### config.mk
export PLATFORM = sky130hd
export DESIGN_NAME = sine_sweep_ctrl
export DESIGN_NICKNAME = d
export VERILOG_FILES = /design/src/rtl/sweep_pkg.sv /design/src/rtl/sweep_dwell_cnt.sv /design/src/rtl/sine_sweep_ctrl.sv
export SDC_FILE = /design/constraint.sdc
export NUM_CORES = 1
export LEC_CHECK = 0
export ABC_AREA = 0
export BUFFER_PORTS_ARGS = -buffer_cell sky130_fd_sc_hd__buf_2
export CORE_MARGIN = 5
export CORE_UTILIZATION = 46
export DETAILED_ROUTE_END_ITERATION = 6
export GPL_TIMING_DRIVEN = 1
export PLACE_DENSITY = 0.62
export SYNTH_ARGS = -nofsm -noshare
export SYNTH_HDL_FRONTEND = slang
export SYNTH_HIERARCHICAL = 1
export SYNTH_SLANG_ARGS = --single-unit
### constraint.sdc
create_clock -name clk -period 7.8 [get_ports clk]
set_input_delay 0.39 -clock clk [delete_from_list [all_inputs] [get_ports clk]]
set_output_delay 0.39 -clock clk [all_outputs]
set_load 0.02 [all_outputs]
### src/rtl/sweep_pkg.sv
// Shared definitions for the frequency-sweep sequencer.
// Provides the state encoding, default widths and the saturating adder used
// to derive delta_b from delta_a.
package sweep_pkg;

  localparam int unsigned SWEEP_DW = 12;
  localparam int unsigned SWEEP_CW = 16;

  typedef enum logic [1:0] {
    IDLE   = 2'd0,
    DWELL  = 2'd1,
    FINISH = 2'd2
  } sweep_state_t;

  // Unsigned add that pins to all-ones instead of wrapping.
  function automatic logic [SWEEP_DW-1:0] sat_add(input logic [SWEEP_DW-1:0] a,
                                                  input logic [SWEEP_DW-1:0] b);
    logic [SWEEP_DW:0] sum;
    sum = {1'b0, a} + {1'b0, b};
    return sum[SWEEP_DW] ? {SWEEP_DW{1'b1}} : sum[SWEEP_DW-1:0];
  endfunction

endpackage

### src/rtl/sweep_dwell_cnt.sv
// Dwell counter for the sweep sequencer.
// Ports: clk, rst (async, active-low), clr (sync clear, wins over en),
//        en (count up), dwell (terminal count), expire (count == dwell).
module sweep_dwell_cnt
  import sweep_pkg::*;
#(
  parameter int unsigned CW = SWEEP_CW
) (
  input  logic          clk,
  input  logic          rst,
  input  logic          clr,
  input  logic          en,
  input  logic [CW-1:0] dwell,
  output logic          expire
);

  logic [CW-1:0] cnt_q;
  logic [CW-1:0] cnt_d;

  // Next count: clear has priority so a new point always starts at zero.
  always_comb begin
    cnt_d = cnt_q;
    if (clr) begin
      cnt_d = '0;
    end else if (en) begin
      cnt_d = cnt_q + CW'(1);
    end
  end

  always_ff @(posedge clk or negedge rst) begin
    if (!rst) begin
      cnt_q <= '0;
    end else begin
      cnt_q <= cnt_d;
    end
  end

  assign expire = (cnt_q == dwell);

endmodule

### src/rtl/sine_sweep_ctrl.sv
// Frequency-sweep sequencer for the NCO pair feeding the sine subtractor.
// Steps delta_a from f_start to f_stop by f_step, holding each point for
// dwell+1 cycles; delta_b follows delta_a plus a saturating offset.
// Ports: clk, rst (async, active-low), start/abort (host control),
//        f_start/f_stop/f_step/offset/dwell (sweep config, latched on start),
//        delta_a/delta_b (registered increments), busy, done, step_strobe.
module sine_sweep_ctrl
  import sweep_pkg::*;
#(
  parameter int unsigned DW = SWEEP_DW,
  parameter int unsigned CW = SWEEP_CW
) (
  input  logic          clk,
  input  logic          rst,
  input  logic          start,
  input  logic          abort,
  input  logic [DW-1:0] f_start,
  input  logic [DW-1:0] f_stop,
  input  logic [DW-1:0] f_step,
  input  logic [DW-1:0] offset,
  input  logic [CW-1:0] dwell,
  output logic [DW-1:0] delta_a,
  output logic [DW-1:0] delta_b,
  output logic          busy,
  output logic          done,
  output logic          step_strobe
);

  localparam logic [1:0] ST_IDLE   = IDLE;
  localparam logic [1:0] ST_DWELL  = DWELL;
  localparam logic [1:0] ST_FINISH = FINISH;

  logic [1:0]    state_q,   state_d;
  logic [DW-1:0] f_stop_q,  f_stop_d;
  logic [DW-1:0] f_step_q,  f_step_d;
  logic [DW-1:0] offset_q,  offset_d;
  logic [CW-1:0] dwell_q,   dwell_d;
  logic          dir_dn_q,  dir_dn_d;
  logic [DW-1:0] delta_a_q, delta_a_d;
  logic [DW-1:0] delta_b_q, delta_b_d;
  logic          busy_q,    busy_d;
  logic          done_q,    done_d;
  logic          strobe_q,  strobe_d;

  logic          cnt_clr;
  logic          cnt_en;
  logic          expire;
  logic [DW:0]   up_sum;
  logic [DW:0]   dn_diff;
  logic [DW-1:0] next_pt;

  sweep_dwell_cnt #(
    .CW(CW)
  ) u_dwell_cnt (
    .clk   (clk),
    .rst   (rst),
    .clr   (cnt_clr),
    .en    (cnt_en),
    .dwell (dwell_q),
    .expire(expire)
  );

  // Next sweep point, computed one bit wider so overshoot/underflow is visible.
  always_comb begin
    up_sum  = {1'b0, delta_a_q} + {1'b0, f_step_q};
    dn_diff = {1'b0, delta_a_q} - {1'b0, f_step_q};
    next_pt = f_stop_q;
    if (dir_dn_q) begin
      if (!dn_diff[DW] && (dn_diff[DW-1:0] >= f_stop_q)) begin
        next_pt = dn_diff[DW-1:0];
      end
    end else begin
      if (up_sum <= {1'b0, f_stop_q}) begin
        next_pt = up_sum[DW-1:0];
      end
    end
  end

  // Sequencer next-state and registered-output logic.
  always_comb begin
    state_d   = state_q;
    f_stop_d  = f_stop_q;
    f_step_d  = f_step_q;
    offset_d  = offset_q;
    dwell_d   = dwell_q;
    dir_dn_d  = dir_dn_q;
    delta_a_d = delta_a_q;
    delta_b_d = delta_b_q;
    busy_d    = busy_q;
    done_d    = 1'b0;
    strobe_d  = 1'b0;
    cnt_clr   = 1'b0;
    cnt_en    = 1'b0;

    case (state_q)
      ST_IDLE: begin
        if (start && !abort) begin
          f_stop_d  = f_stop;
          f_step_d  = f_step;
          offset_d  = offset;
          dwell_d   = dwell;
          dir_dn_d  = (f_start > f_stop);
          delta_a_d = f_start;
          delta_b_d = DW'(sat_add(SWEEP_DW'(f_start), SWEEP_DW'(offset)));
          busy_d    = 1'b1;
          strobe_d  = 1'b1;
          cnt_clr   = 1'b1;
          state_d   = ST_DWELL;
        end
      end

      ST_DWELL: begin
        if (abort) begin
          delta_a_d = '0;
          delta_b_d = '0;
          busy_d    = 1'b0;
          cnt_clr   = 1'b1;
          state_d   = ST_IDLE;
        end else if (expire) begin
          cnt_clr = 1'b1;
          if ((delta_a_q == f_stop_q) || (f_step_q == '0)) begin
            // done and busy-low land together on the FINISH cycle.
            busy_d  = 1'b0;
            done_d  = 1'b1;
            state_d = ST_FINISH;
          end else begin
            delta_a_d = next_pt;
            delta_b_d = DW'(sat_add(SWEEP_DW'(next_pt), SWEEP_DW'(offset_q)));
            strobe_d  = 1'b1;
          end
        end else begin
          cnt_en = 1'b1;
        end
      end

      ST_FINISH: begin
        if (abort) begin
          delta_a_d = '0;
          delta_b_d = '0;
        end
        busy_d  = 1'b0;
        state_d = ST_IDLE;
      end

      default: begin
        busy_d  = 1'b0;
        state_d = ST_IDLE;
      end
    endcase
  end

  always_ff @(posedge clk or negedge rst) begin
    if (!rst) begin
      state_q   <= ST_IDLE;
      f_stop_q  <= '0;
      f_step_q  <= '0;
      offset_q  <= '0;
      dwell_q   <= '0;
      dir_dn_q  <= 1'b0;
      delta_a_q <= '0;
      delta_b_q <= '0;
      busy_q    <= 1'b0;
      done_q    <= 1'b0;
      strobe_q  <= 1'b0;
    end else begin
      state_q   <= state_d;
      f_stop_q  <= f_stop_d;
      f_step_q  <= f_step_d;
      offset_q  <= offset_d;
      dwell_q   <= dwell_d;
      dir_dn_q  <= dir_dn_d;
      delta_a_q <= delta_a_d;
      delta_b_q <= delta_b_d;
      busy_q    <= busy_d;
      done_q    <= done_d;
      strobe_q  <= strobe_d;
    end
  end

  assign delta_a     = delta_a_q;
  assign delta_b     = delta_b_q;
  assign busy        = busy_q;
  assign done        = done_q;
  assign step_strobe = strobe_q;

endmodule

Yosys cells after proc, flatten, opt, wreduce, memory -nomap -nowiden

Cells that the tools add are included.

Register bits: 98
Bits in latches: 0
Bits in writable memories: 0
ROM bits: 0
Input port bits: 68
Output and inout bits: 27
Word-level logic and storage cells: 84
Memories: 0

Add/sub/neg operators: 5
Multiply operators: 0
Divide/modulo/power cells: 0
Order comparisons: 3
Eq/ne operators: 9
Shift operators: 0
Mux-type cells: 43
Bitwise operators: 0
Reduce and logical (&&, ||, !) cells: 12

Operators by type and width:

| operator                                            | count |
|---|---|
| two-way mux 12 bit                                  | 14 |
| case mux 12 bit (3 select lines)                    | 2 |
| adder 12 x 12 -> 13 bit                             | 3 |
| two-way mux 16 bit                                  | 2 |
| two-way mux 1 bit                                   | 17 |
| adder 16 x 1 -> 16 bit, second input constant       | 1 |
| equality test 16 bit                                | 1 |
| less-or-equal comparator 13 x 12 -> 1 bit           | 1 |
| subtractor 12 x 12 -> 13 bit                        | 1 |
| equality test 12 bit                                | 1 |
| >= comparator 12 bit                                | 1 |
| > comparator 12 bit                                 | 1 |
| zero test 12 bit                                    | 1 |
| inequality test 3 bit, second input constant        | 3 |
| two-way mux 2 bit                                   | 4 |
| case mux 1 bit (2 select lines)                     | 3 |
| AND reduction 5 bit                                 | 1 |
| inequality test 2 bit, second input constant        | 2 |
| case mux 2 bit (2 select lines)                     | 1 |
| AND reduction 3 bit                                 | 1 |
| nonzero test 3 bit                                  | 1 |
| equality test 2 x 1 -> 1 bit, second input constant | 1 |
| equality test 2 bit, second input constant          | 1 |
| logical AND 1 bit                                   | 2 |
| 5 further kinds                                     | 6 |

Depth between registers and ports, before layout

Word-level depth: 11
Depth in mapped cells: 32
Gate-level depth less buffers: 28

Cells and area by module

Netlist, hierarchy kept.

Modules (own cells, without submodules):

| module          | times used | cells each | area an instance (um^2) | sequential area each (um^2) |
|---|---|---|---|---|
| sine_sweep_ctrl | 1          | 744        | 6,925.4                 | 2,026.9 |
| sweep_dwell_cnt | 1          | 104        | 1,038.5                 | 400.4 |

Worst setup path after synthesis

No wires, ideal clock.

Path type: reg2reg
From: reg delta_a_q[0], in the netlist delta_a[0]
To: reg delta_b_q[0], in the netlist delta_b[0]
Library setup time: 0.099 ns
Arrival: 5.864 ns
Required time: 7.701 ns
Path slack: 1.837 ns
Cell stages (with the launch flop): 30
Path buffers: 2
Clock period less this slack: 5.963 ns
Path through: dfrtp_1 inv_1 ha_1 fa_1 and2b_1 o31ai_2 a211oi_1 nor2_2 o21ai_0 xnor2_1 inv_1 ha_1 a21oi_1 nor2b_1 o31a_1 a31oi_1 buf_2 o32a_1 a21boi_1 inv_2 fa_1 nor2b_1 o21a_1 o211ai_1 a21oi_1 a31oi_1 o21ai_0 clkbuf_1 o21ai_0 a311oi_1

Cells in the longest elaborated chain, start to end: 11
Elaborated cells on any way between the ends: 19
Those cells by class: add/sub (3); order compare (2); eq/ne (2); mux (8); reduce/logical (4)

Ends and longest elaborated chain:

| element                                                 | RTL line               | RTL |
|---|---|---|
| start, declared                                         | sine_sweep_ctrl.sv:39  | `logic [DW-1:0] delta_a_q, delta_a_d;` |
| start signal, assigned                                  | sine_sweep_ctrl.sv:172 | `delta_a_q <= delta_a_d;` |
| subtractor 12 x 12 -> 13 bit                            | sine_sweep_ctrl.sv:66  | `dn_diff = {1'b0, delta_a_q} - {1'b0, f_step_q};` |
| >= comparator 12 bit or zero test 1 bit (tied branches) | sine_sweep_ctrl.sv:69  | `if (!dn_diff[DW] && (dn_diff[DW-1:0] >= f_stop_q)) begin` |
| logical AND 1 bit                                       | sine_sweep_ctrl.sv:69  |  |
| two-way mux 12 bit                                      | sine_sweep_ctrl.sv:69  |  |
| two-way mux 12 bit                                      | sine_sweep_ctrl.sv:68  | `if (dir_dn_q) begin` |
| adder 12 x 12 -> 13 bit                                 | sweep_pkg.sv:19        | `sum = {1'b0, a} + {1'b0, b};` |
| two-way mux 12 bit                                      | sweep_pkg.sv:20        | `return sum[SWEEP_DW] ? {SWEEP_DW{1'b1}} : sum[SWEEP_DW-1:0];` |
| two-way mux 12 bit                                      | sine_sweep_ctrl.sv:121 | `if ((delta_a_q == f_stop_q) \|\| (f_step_q == '0)) begin` |
| two-way mux 12 bit                                      | sine_sweep_ctrl.sv:119 | `end else if (expire) begin` |
| two-way mux 12 bit                                      | sine_sweep_ctrl.sv:113 | `if (abort) begin` |
| case mux 12 bit (3 select lines)                        | sine_sweep_ctrl.sv:95  | `case (state_q)` |
| end signal, assigned                                    | sine_sweep_ctrl.sv:173 | `delta_b_q <= delta_b_d;` |
| end, declared                                           | sine_sweep_ctrl.sv:40  | `logic [DW-1:0] delta_b_q, delta_b_d;` |

Several ways; a longest one is shown, not always the timed one. The select of a mux whose other input is x is not followed.
A chain may end at the register's enable or synchronous reset.

Worst setup path after layout

From: reg f_step_q[1]
To: reg delta_b_q[0], in the netlist delta_b[0]

Cells in the longest elaborated chain, start to end: 11
Elaborated cells on any way between the ends: 19
Those cells by class: add/sub (3); order compare (2); eq/ne (1); mux (8); reduce/logical (5)

Ends and longest elaborated chain:

| element                                                 | RTL line               | RTL |
|---|---|---|
| start, declared                                         | sine_sweep_ctrl.sv:35  | `logic [DW-1:0] f_step_q, f_step_d;` |
| start signal, assigned                                  | sine_sweep_ctrl.sv:168 | `f_step_q <= f_step_d;` |
| subtractor 12 x 12 -> 13 bit                            | sine_sweep_ctrl.sv:66  |  |
| >= comparator 12 bit or zero test 1 bit (tied branches) | sine_sweep_ctrl.sv:69  |  |
| logical AND 1 bit                                       | sine_sweep_ctrl.sv:69  |  |
| two-way mux 12 bit                                      | sine_sweep_ctrl.sv:69  |  |
| two-way mux 12 bit                                      | sine_sweep_ctrl.sv:68  |  |
| adder 12 x 12 -> 13 bit                                 | sweep_pkg.sv:19        |  |
| two-way mux 12 bit                                      | sweep_pkg.sv:20        |  |
| two-way mux 12 bit                                      | sine_sweep_ctrl.sv:121 |  |
| two-way mux 12 bit                                      | sine_sweep_ctrl.sv:119 |  |
| two-way mux 12 bit                                      | sine_sweep_ctrl.sv:113 |  |
| case mux 12 bit (3 select lines)                        | sine_sweep_ctrl.sv:95  |  |

Several ways; a longest one is shown, not always the timed one. The select of a mux whose other input is x is not followed.

==> results.toml <==
[status]
status = "completed"

[synth]
synth_cell_types = 87
ys_ff_latch = 97
syn_inst = 848
synth_nets = 1010
synth-edff-count = 0
async_flop_share_pct = 100
syn_avg_cell_area_um2 = 9.39
ys.flop_type = "dfrtp_1"
syn-cell-area_mm2 = 0.00796
yosysSeqAreaShare_pct = 30.5
synth_warnings = 6

[clock_tree]
cts-root-buf = "clkbuf_16"
postCtsHoldBufs = 0
cts_tree = "done"
cts.sinks = 97
cts_setup_buffers = 0
cts_buffers = 9
clock_path_buffers = 2
path_clk_slew_ps = 80
worstSkewPairLatency_ps = 360
htreeDepth = 3
ctsResizeCount = 0

[critical_path]
rr_worst_depth = 29
end_kind = "flip-flop"
start_kind = "flip-flop"
critPathRequiredTime_ps = 8060
rr_startpoint = "f_step_q[1]"
cp_slowest_cell = "a211o_1"
regToRegSetupSlack_ps = 1080
cp.arrival_ps = 6980
crit_fanout = 19
reg2reg_to = "delta_b[0]"
worstSetupPathType = "flip-flop to flip-flop"
slowest_delay_ps = 620

[sta]
max_slew.worst_pin.slew_ps = 812
rsz0062_at_grt = "no"
layout_min_cycle_time_ps = 6720
fmax_mhz = 149
final-hold-violation-count = 0
finalSetupTns_ps = 0
finalCritPeriodShare_pct = 86.1
setup_viol = 0
drv_slew = 0
max-slew-margin-rel_pct = 45.9
fin_worst_skew_ps = 8.35

[global_routing]
grt_max_degree = 68
track_usage_pct = 21.2
grt_pass1_wl_um = 33600
grt_antenna_before_repair = 0
grt_pass1_vias = 6262
overflow = 0

[place]
hpwl_um = 16300
gp_congestion = 0.877
portBuffers = 94

[job]
maxCapViolCount = 0

[route]
drt_pre_antenna_iters = 7
drc = 0
ant_nets = 0
routedWlPerCell_um = 17.9
wl_um = 20800
avgViaCountPerCell = 5.55
vias = 6425
drt_iter0_markers = 359

[floorplan]
core_area_mm2 = 0.0171
die_w_um = 142
dieArea_mm2 = 0.0200
num_rows = 48
ios = 95
die_h_um = 142
start_util_pct = 46.5

[hold_path]
hold_path_class = "input pin to async pin"

[cells_and_area]
diodes = 0
area_growth_pct = 12.0
fin_nets = 1090
layout_common_cells = "dfrtp_1, buf_2, ha_1"
drive_gt1_share_pct = 20.6
fill_cells = 1635
layout_commonest_cell = "dfrtp_1"
-- registers in the layout, summed over array words and instances, names as in the netlist, 12 cells and up --
register,count
offset_q,12
dwell_q,16
delta_a,12
delta_b,12
u_dwell_cnt/cnt_q,16
f_stop_q,12
f_step_q,12
-- critical path: cells and delay by family, from the launching register on --
| kind | cells | cell delay, ps |
|---|---|---|
| buffers and inverters | 4 | 420 |
| adders and majority gates | 4 | 1190 |
| DFF | 1 | 440 |
| and+or+nand+nor | 3 | 410 |
| AOI/OAI and AO/OA | 17 | 3910 |
| xor gates and xnor gates | 1 | 240 |
-- routing by layer --
layer,GRT usage (%),up-vias,wire length (um)
li1,-,3198,-
met1,32.3,3050,10400
met2,32.0,162,9160
met3,2.49,15,949
met4,5.35,0,245
met5,0,-,0
-- cell families after synthesis --
kind of cell / Yosys count / synth area share [%]
AND/OR/NAND/NOR: 221 / 14.6
AO/OA/AOI/OAI: 214 / 20.0
buffers and inverters: 103 / 5.26
flip-flops: 97 / 30.5
adder cells (fa/ha/maj): 94 / 15.1
XOR/XNOR: 74 / 8.14
multiplexers: 45 / 6.36
-- through the flow --
stage / worst slack [ps] / util (%) / instances / area [um2] / hold WS, ps
finish: 1080 / 52.1 / 1158 / 8920 / 65.3
global route: 312 / 52.1 / 1158 / 8920 / 119
CTS: 1060 / 52.1 / 1158 / 8920 / 87.1
detailed placement: 1110 / 50.3 / 1142 / 8620 / 470
global placement: 1350 / 50.3 / 1142 / 8620 / 465
floorplan: 1840 / - / 848 / 7960 / 94.4
-- final cells by class --
type                            instances  area [um2]  area share [%]
Sequential cell                        97        2430            27.2
Tap cell                              225         282            3.16
Timing Repair Buffer                  100         518            5.81
Inverter                               72         270            3.03
Clock inverter                          7        77.6           0.870
Multi-Input combinational cell        648        5120            57.4
Clock buffer                            9         225            2.52
-- worst max-delay path by stage --
stage,start,end,depth (start not counted),slack (ps)
final,f_step_q[1],delta_b[0],29,1080
after global routing,f_step_q[1],delta_b[0],29,310
after CTS,f_step_q[1],delta_b[0],29,1060
after detailed placement,f_step_q[1],delta_b[7],29,1110
after global placement,f_step_q[1],delta_b[7],29,1350
after floorplan,delta_a[0],delta_b[0],29,1840
-- synthesized netlist by cell type (15+ instances only) --
master / n / area share, %
a21oi_1: 40 / 2.5
clkbuf_1: 15 / 0.71
dfrtp_1: 97 / 30
ha_1: 90 / 14
inv_1: 71 / 3.3
mux2_2: 40 / 5.7
nand2_1: 46 / 2.2
nor2_1: 59 / 2.8
nor3_1: 15 / 0.94
o21ai_0: 51 / 3.2
xnor2_1: 62 / 6.8
Power is not shown: default switching activity piles up to over one toggle a cycle in this logic, so the estimate is an artifact.
